[src/rtl/bft_stream_packetizer.sv]
// bft_stream_packetizer: turns a valid/ack user stream into credit-limited BFT packets for one destination.
// Define STATS_EN to add the pkt_count and stall_cycles counters.
module bft_stream_packetizer #(
  parameter int PACKET_BITS   = 49,
  parameter int PAYLOAD_BITS  = 32,
  parameter int NUM_LEAF_BITS = 5,
  parameter int NUM_PORT_BITS = 4,
  parameter int NUM_ADDR_BITS = 7,
  parameter logic [NUM_LEAF_BITS-1:0] SELF_LEAF   = '0,
  parameter logic [NUM_PORT_BITS-1:0] CREDIT_PORT = 'd1
) (
  input  logic                       clk,
  input  logic                       reset,
  input  logic                       ap_start,
  input  logic [NUM_LEAF_BITS-1:0]   dest_leaf,
  input  logic [NUM_PORT_BITS-1:0]   dest_port,
  input  logic [PAYLOAD_BITS-1:0]    din_leaf_user2interface,
  input  logic                       vld_user2interface,
  output logic                       ack_interface2user,
  output logic [PACKET_BITS-1:0]     dout_leaf_interface2bft,
  input  logic [PACKET_BITS-1:0]     din_leaf_bft2interface,
  output logic [NUM_ADDR_BITS:0]     credits,
  output logic                       idle
`ifdef STATS_EN
  ,
  output logic [31:0]                pkt_count,
  output logic [31:0]                stall_cycles
`endif
);
  localparam int CW = NUM_ADDR_BITS + 1;
  localparam logic [CW:0] MAX_CREDITS = (CW+1)'(1 << NUM_ADDR_BITS);
  typedef enum logic [1:0] {S_IDLE, S_RUN, S_STALL} state_t;
  state_t                   r_state, w_next;
  logic [CW-1:0]            r_credits;
  logic [NUM_ADDR_BITS-1:0] r_addr;
  logic [PACKET_BITS-1:0]   r_dout;
  logic                     w_send, w_credit_pkt, w_unused_bits;
  logic [CW-1:0]            w_inc, w_credits_next;
  logic [CW:0]              w_sum;
  assign ack_interface2user = (r_state == S_RUN) && (r_credits != '0);
  assign w_send = vld_user2interface && ack_interface2user;
  assign w_credit_pkt = din_leaf_bft2interface[PACKET_BITS-1]
    && din_leaf_bft2interface[PACKET_BITS-2 -: NUM_LEAF_BITS] == SELF_LEAF
    && din_leaf_bft2interface[PACKET_BITS-2-NUM_LEAF_BITS -: NUM_PORT_BITS] == CREDIT_PORT;
  assign w_inc = w_credit_pkt ? din_leaf_bft2interface[CW-1:0] : '0;
  assign w_unused_bits = ^din_leaf_bft2interface[PAYLOAD_BITS+NUM_ADDR_BITS-1:CW];
  // Sending is only possible with credits left, so the 9-bit sum never underflows
  assign w_sum = {1'b0, r_credits} - {{CW{1'b0}}, w_send} + {1'b0, w_inc};
  assign w_credits_next = (w_sum > MAX_CREDITS) ? MAX_CREDITS[CW-1:0] : w_sum[CW-1:0];
  assign dout_leaf_interface2bft = r_dout;
  assign credits = r_credits;
  assign idle = (r_state == S_IDLE);
  always_comb begin
    w_next = r_state;
    w_next = (r_state == S_IDLE) ? (ap_start ? S_RUN : S_IDLE)
           : ((w_credits_next == '0) ? S_STALL : S_RUN);
  end
  always_ff @(posedge clk or posedge reset) begin
    if (reset) begin
      r_state   <= S_IDLE;
      r_credits <= MAX_CREDITS[CW-1:0];
      r_addr    <= '0;
      r_dout    <= '0;
    end else begin
      r_state   <= w_next;
      r_credits <= w_credits_next;
      r_addr    <= r_addr + NUM_ADDR_BITS'(w_send);
      r_dout    <= w_send ? {1'b1, dest_leaf, dest_port, r_addr, din_leaf_user2interface} : '0;
    end
  end
`ifdef STATS_EN
  logic [31:0] r_pkt_count, r_stall_cycles;
  assign pkt_count = r_pkt_count;
  assign stall_cycles = r_stall_cycles;
  always_ff @(posedge clk or posedge reset) begin
    if (reset) begin
      r_pkt_count    <= '0;
      r_stall_cycles <= '0;
    end else begin
      r_pkt_count    <= r_pkt_count + 32'(w_send);
      r_stall_cycles <= r_stall_cycles + 32'(vld_user2interface && !ack_interface2user && r_state != S_IDLE);
    end
  end
`endif
endmodule

[config.mk]
export PLATFORM = sky130hd
export DESIGN_NAME = bft_stream_packetizer
export DESIGN_NICKNAME = d
export VERILOG_FILES = /design/src/rtl/bft_stream_packetizer.sv
export SDC_FILE = /design/constraint.sdc
export NUM_CORES = 1
export LEC_CHECK = 0
export BUFFER_PORTS_ARGS = -buffer_cell sky130_fd_sc_hd__buf_2
export CORE_AREA = 3 3 103 105
export CTS_BUF_LIST = sky130_fd_sc_hd__clkbuf_8
export CTS_CLUSTER_DIAMETER = 200
export CTS_CLUSTER_SIZE = 28
export DETAILED_ROUTE_END_ITERATION = 8
export DIE_AREA = 0 0 106 108
export GPL_ROUTABILITY_DRIVEN = 0
export PLACE_DENSITY_LB_ADDON = 0.08
export SKIP_LAST_GASP = 1
export SYNTH_ARGS = -nofsm -noshare
export SYNTH_HDL_FRONTEND = slang
export SYNTH_SLANG_ARGS = --single-unit
[constraint.sdc]
create_clock -name clk -period 4.2 [get_ports clk]
set_clock_uncertainty 0.1 [all_clocks]
set_input_delay 0.21 -clock clk [delete_from_list [all_inputs] [get_ports clk]]
set_output_delay 0.21 -clock clk [all_outputs]
set_load 0.02 [all_outputs]
==> impl_metrics.yaml <==
yosys:
  synth_most_common_cell: "dfrtp_1"
  synth.net_count: 363
  avgSynthCellArea_sq_um: 11.6
  ys_warn_count: 0
  yosysTopAreaCell: "dfrtp_1"
  synth_cells: 250
  synth_cell_type_count: 44
  synthFlopType: "dfrtp_1"
  ys_seq_area_share_pct: 56.9
  ys_top_cells_by_count: "65 x dfrtp_1, 49 x and3_1, 25 x inv_1"
  synth_top_cell_area_share_pct: 56.0
  synth_area_leaders: "dfrtp_1 56%, and3_1 11%, ha_1 7.7%, inv_1 3.2%, clkbuf_1 1.3%"
  ys_seq_elements: 66
  syn-cell-area_sq_um: 2910
  synth_edf_count: 0
  async_flop_share_pct: 100
cts:
  h-tree-depth: 3
  cts_made_buffers: 9
  clk_pin_slew_ns: 0.07
  cts_resized: 0
  cts-root-buf: "clkbuf_8"
  cts_setup_buffers: 0
  cts_tree: "done"
  clock_path_buffers: 2
  cts_sinks: 66
  clock_latency_ns: 0.33
sta:
  setup_ws_ns: 0.458
  fin_crit_sh_pct: 89.1
  final-hold-violation-count: 43
  maxSlewViolCount: 0
  fin_hold_ws_ns: -0.0215
  slew_headroom_pct: 39.0
  rsz0062_at_grt: "false"
  fin_setup_tns_ns: 0
  fmax_ghz: 0.267
  worst_pin_slew_ns: 0.913
  min_period_ns: 3.74
  setup_violations: 0
setup_path:
  end_kind: "flip-flop"
  worstPathCellList: "nor4_1 -> a21oi_4 -> and2_1 -> ha_1 -> inv_1 -> ha_1 -> fa_1 -> a211oi_2 -> nor2_1 -> a311oi_2 -> nand4_1 -> o31a_1"
  crit_path_frequent_cell: "ha_1"
  ff2ff_setup_slack_ns: 0.46
  crit_path_max_incr_delay_ns: 0.49
  critPathLaunchType: "flip-flop"
  arrival_ns: 3.86
  critPathRequiredTime_ns: 4.31
  crit_slowest_cell: "nor4_1"
  crit_type: "reg -> reg"
  worstPathMaxFanout: 4
placement:
  dp_slack_ns: 0.417
  dp_hpwl_microns: 5350
  port_buffers: 121
  place_inst: 498
  postPlaceCellArea_sq_um: 3680
floorplan:
  initial_core_util_pct: 29.9
  pin_count: 153
  dieArea_sq_um: 11400
  die_w_microns: 106
  die_y_microns: 108
  rows: 36
  core_sq_um: 9730
pwr:
  vdd_drop_max_mv: 0.297
  leakage_nw: 2.26
  p_per_area_nw_per_um2: 649
  power_mw: 2.63
routing:
  wl_per_cell_microns: 14.0
  ant_nets: 0
  dr.pass1.iters: 5
  first_iter_violations: 95
  route.detailed.drc: 0
  vias: 2338
  viasPerCell: 4.40
  wirelength_microns: 7430
finish:
  antenna_cells: 0
  stdcell_count: 531
  final.fill_count: 1006
  nets: 506
  final_util_pct: 41.7
  drive_above_1_share_pct: 39.7
  fin_area_sq_um: 4060
  areaGrowthSynthToFinish_pct: 39.6
global_routing:
  grt_max_degree: 49
  grt_overflow: 0
  grt_pass1_wl_microns: 11700
  grt_pass1_vias: 2345
  grt_antenna_before_repair: 0
  grt_usage_pct: 13.0
flow_run:
  cap_viol_max_count: 0
min_path:
  min_path_type: "in -> async"
run_status:
  violations: "negative hold slack"
  status: "finished with violations"
## worst max-delay path: cells and delay by family (launching register included)
| family | cells | cell delay, ns |
|---|---|---|
| flip-flops | 1 | 0.41 |
| buffers and inverters | 1 | 0.04 |
| AND/OR/NAND/NOR | 4 | 1.04 |
| AO/OA/AOI/OAI | 4 | 1.12 |
| adder cells (fa/ha/maj) | 3 | 0.91 |
## routing by layer
metal  global-route usage [%]  wire length, microns
met1                     18.7                  3720
met5                        0                     0
met3                     3.10                   407
met2                     19.1                  3220
met4                     4.90                    85
## report_power, final
part / switching, mW / internal (mW)
registers: 0.0692 / 0.785
clock network: 0.246 / 0.290
logic: 0.749 / 0.495
total: 1.06 / 1.57
## worst paths after layout
check | from | to | cells after the start
max | credits[4]$_DFF_PP0_ | r_state[0]$_DFF_PP0_ | 12
min | reset | dout_leaf_interface2bft[9]$_DFF_PP0_ | 2
max reg2reg | credits[4]$_DFF_PP0_ | r_state[0]$_DFF_PP0_ | 12
min reg2reg | r_addr[6]$_DFF_PP0_ | r_addr[6]$_DFF_PP0_ | 1
max in group asynchronous | reset | r_addr[6]$_DFF_PP0_ | 3
min in group clk | din_leaf_user2interface[2] | dout_leaf_interface2bft[2]$_DFF_PP0_ | 2
## state kept, by name, indices dropped and copies added, names as in the netlist
| signal | flops |
|---|---|
| r_addr | 7 |
| r_state | 2 |
| credits | 8 |
| dout_leaf_interface2bft | 49 |
## layout make-up
type	count	area, sq um	area share [%]
well taps	133	166	4.10
multi-input cells	147	1120	27.7
inverters	26	97.6	2.41
clock buffers	10	138	3.39
flip-flops and latches	66	1650	40.7
clock inverters	6	63.8	1.57
repair buffers	143	813	20.0
## cell usage in the layout (no fill, tap or decap), types with 2 or more instances in the layout
cell / synthesis / final
a2111oi_0: 2 / 2
a211o_1: 3 / 3
a211oi_2: 2 / 2
a21oi_1: 4 / 3
a311o_1: 2 / 2
a311oi_2: 2 / 2
and3_1: 49 / 49
buf_2: 1 / 121
buf_4: 0 / 5
clkbuf_8: 0 / 10
clkinv_2: 0 / 2
clkinvlp_4: 0 / 2
dfrtp_1: 65 / 65
dlygate4sd3_1: 0 / 17
ha_1: 18 / 18
inv_1: 25 / 24
inv_2: 1 / 2
nand2_1: 9 / 9
nand3_1: 5 / 5
nor2_1: 6 / 6
nor2b_1: 2 / 2
nor3_1: 4 / 4
nor3b_1: 5 / 5
nor4_1: 3 / 3
nor4_2: 2 / 2
o21a_1: 2 / 2
o21ai_0: 3 / 3
xnor2_1: 4 / 4
xor2_1: 2 / 2
## cell families (layout without fill, tap and decap cells)
logic type	count (synthesis)	in the layout	synth area share, %
AND/OR/NAND/NOR	95	95	19.9
XOR/XNOR	6	6	1.81
flip-flops	66	66	56.9
adder cells (fa/ha/maj)	19	19	8.44
buffers and inverters	37	185	4.82
AO/OA/AOI/OAI	27	27	8.18
## repair_timing
action / CTS / global route
hold buffers: 17 / 0
endpoints found under the setup margin: 0 / 0
endpoints found under the hold margin: 17 / 0
(Power assumes the default switching activity.)
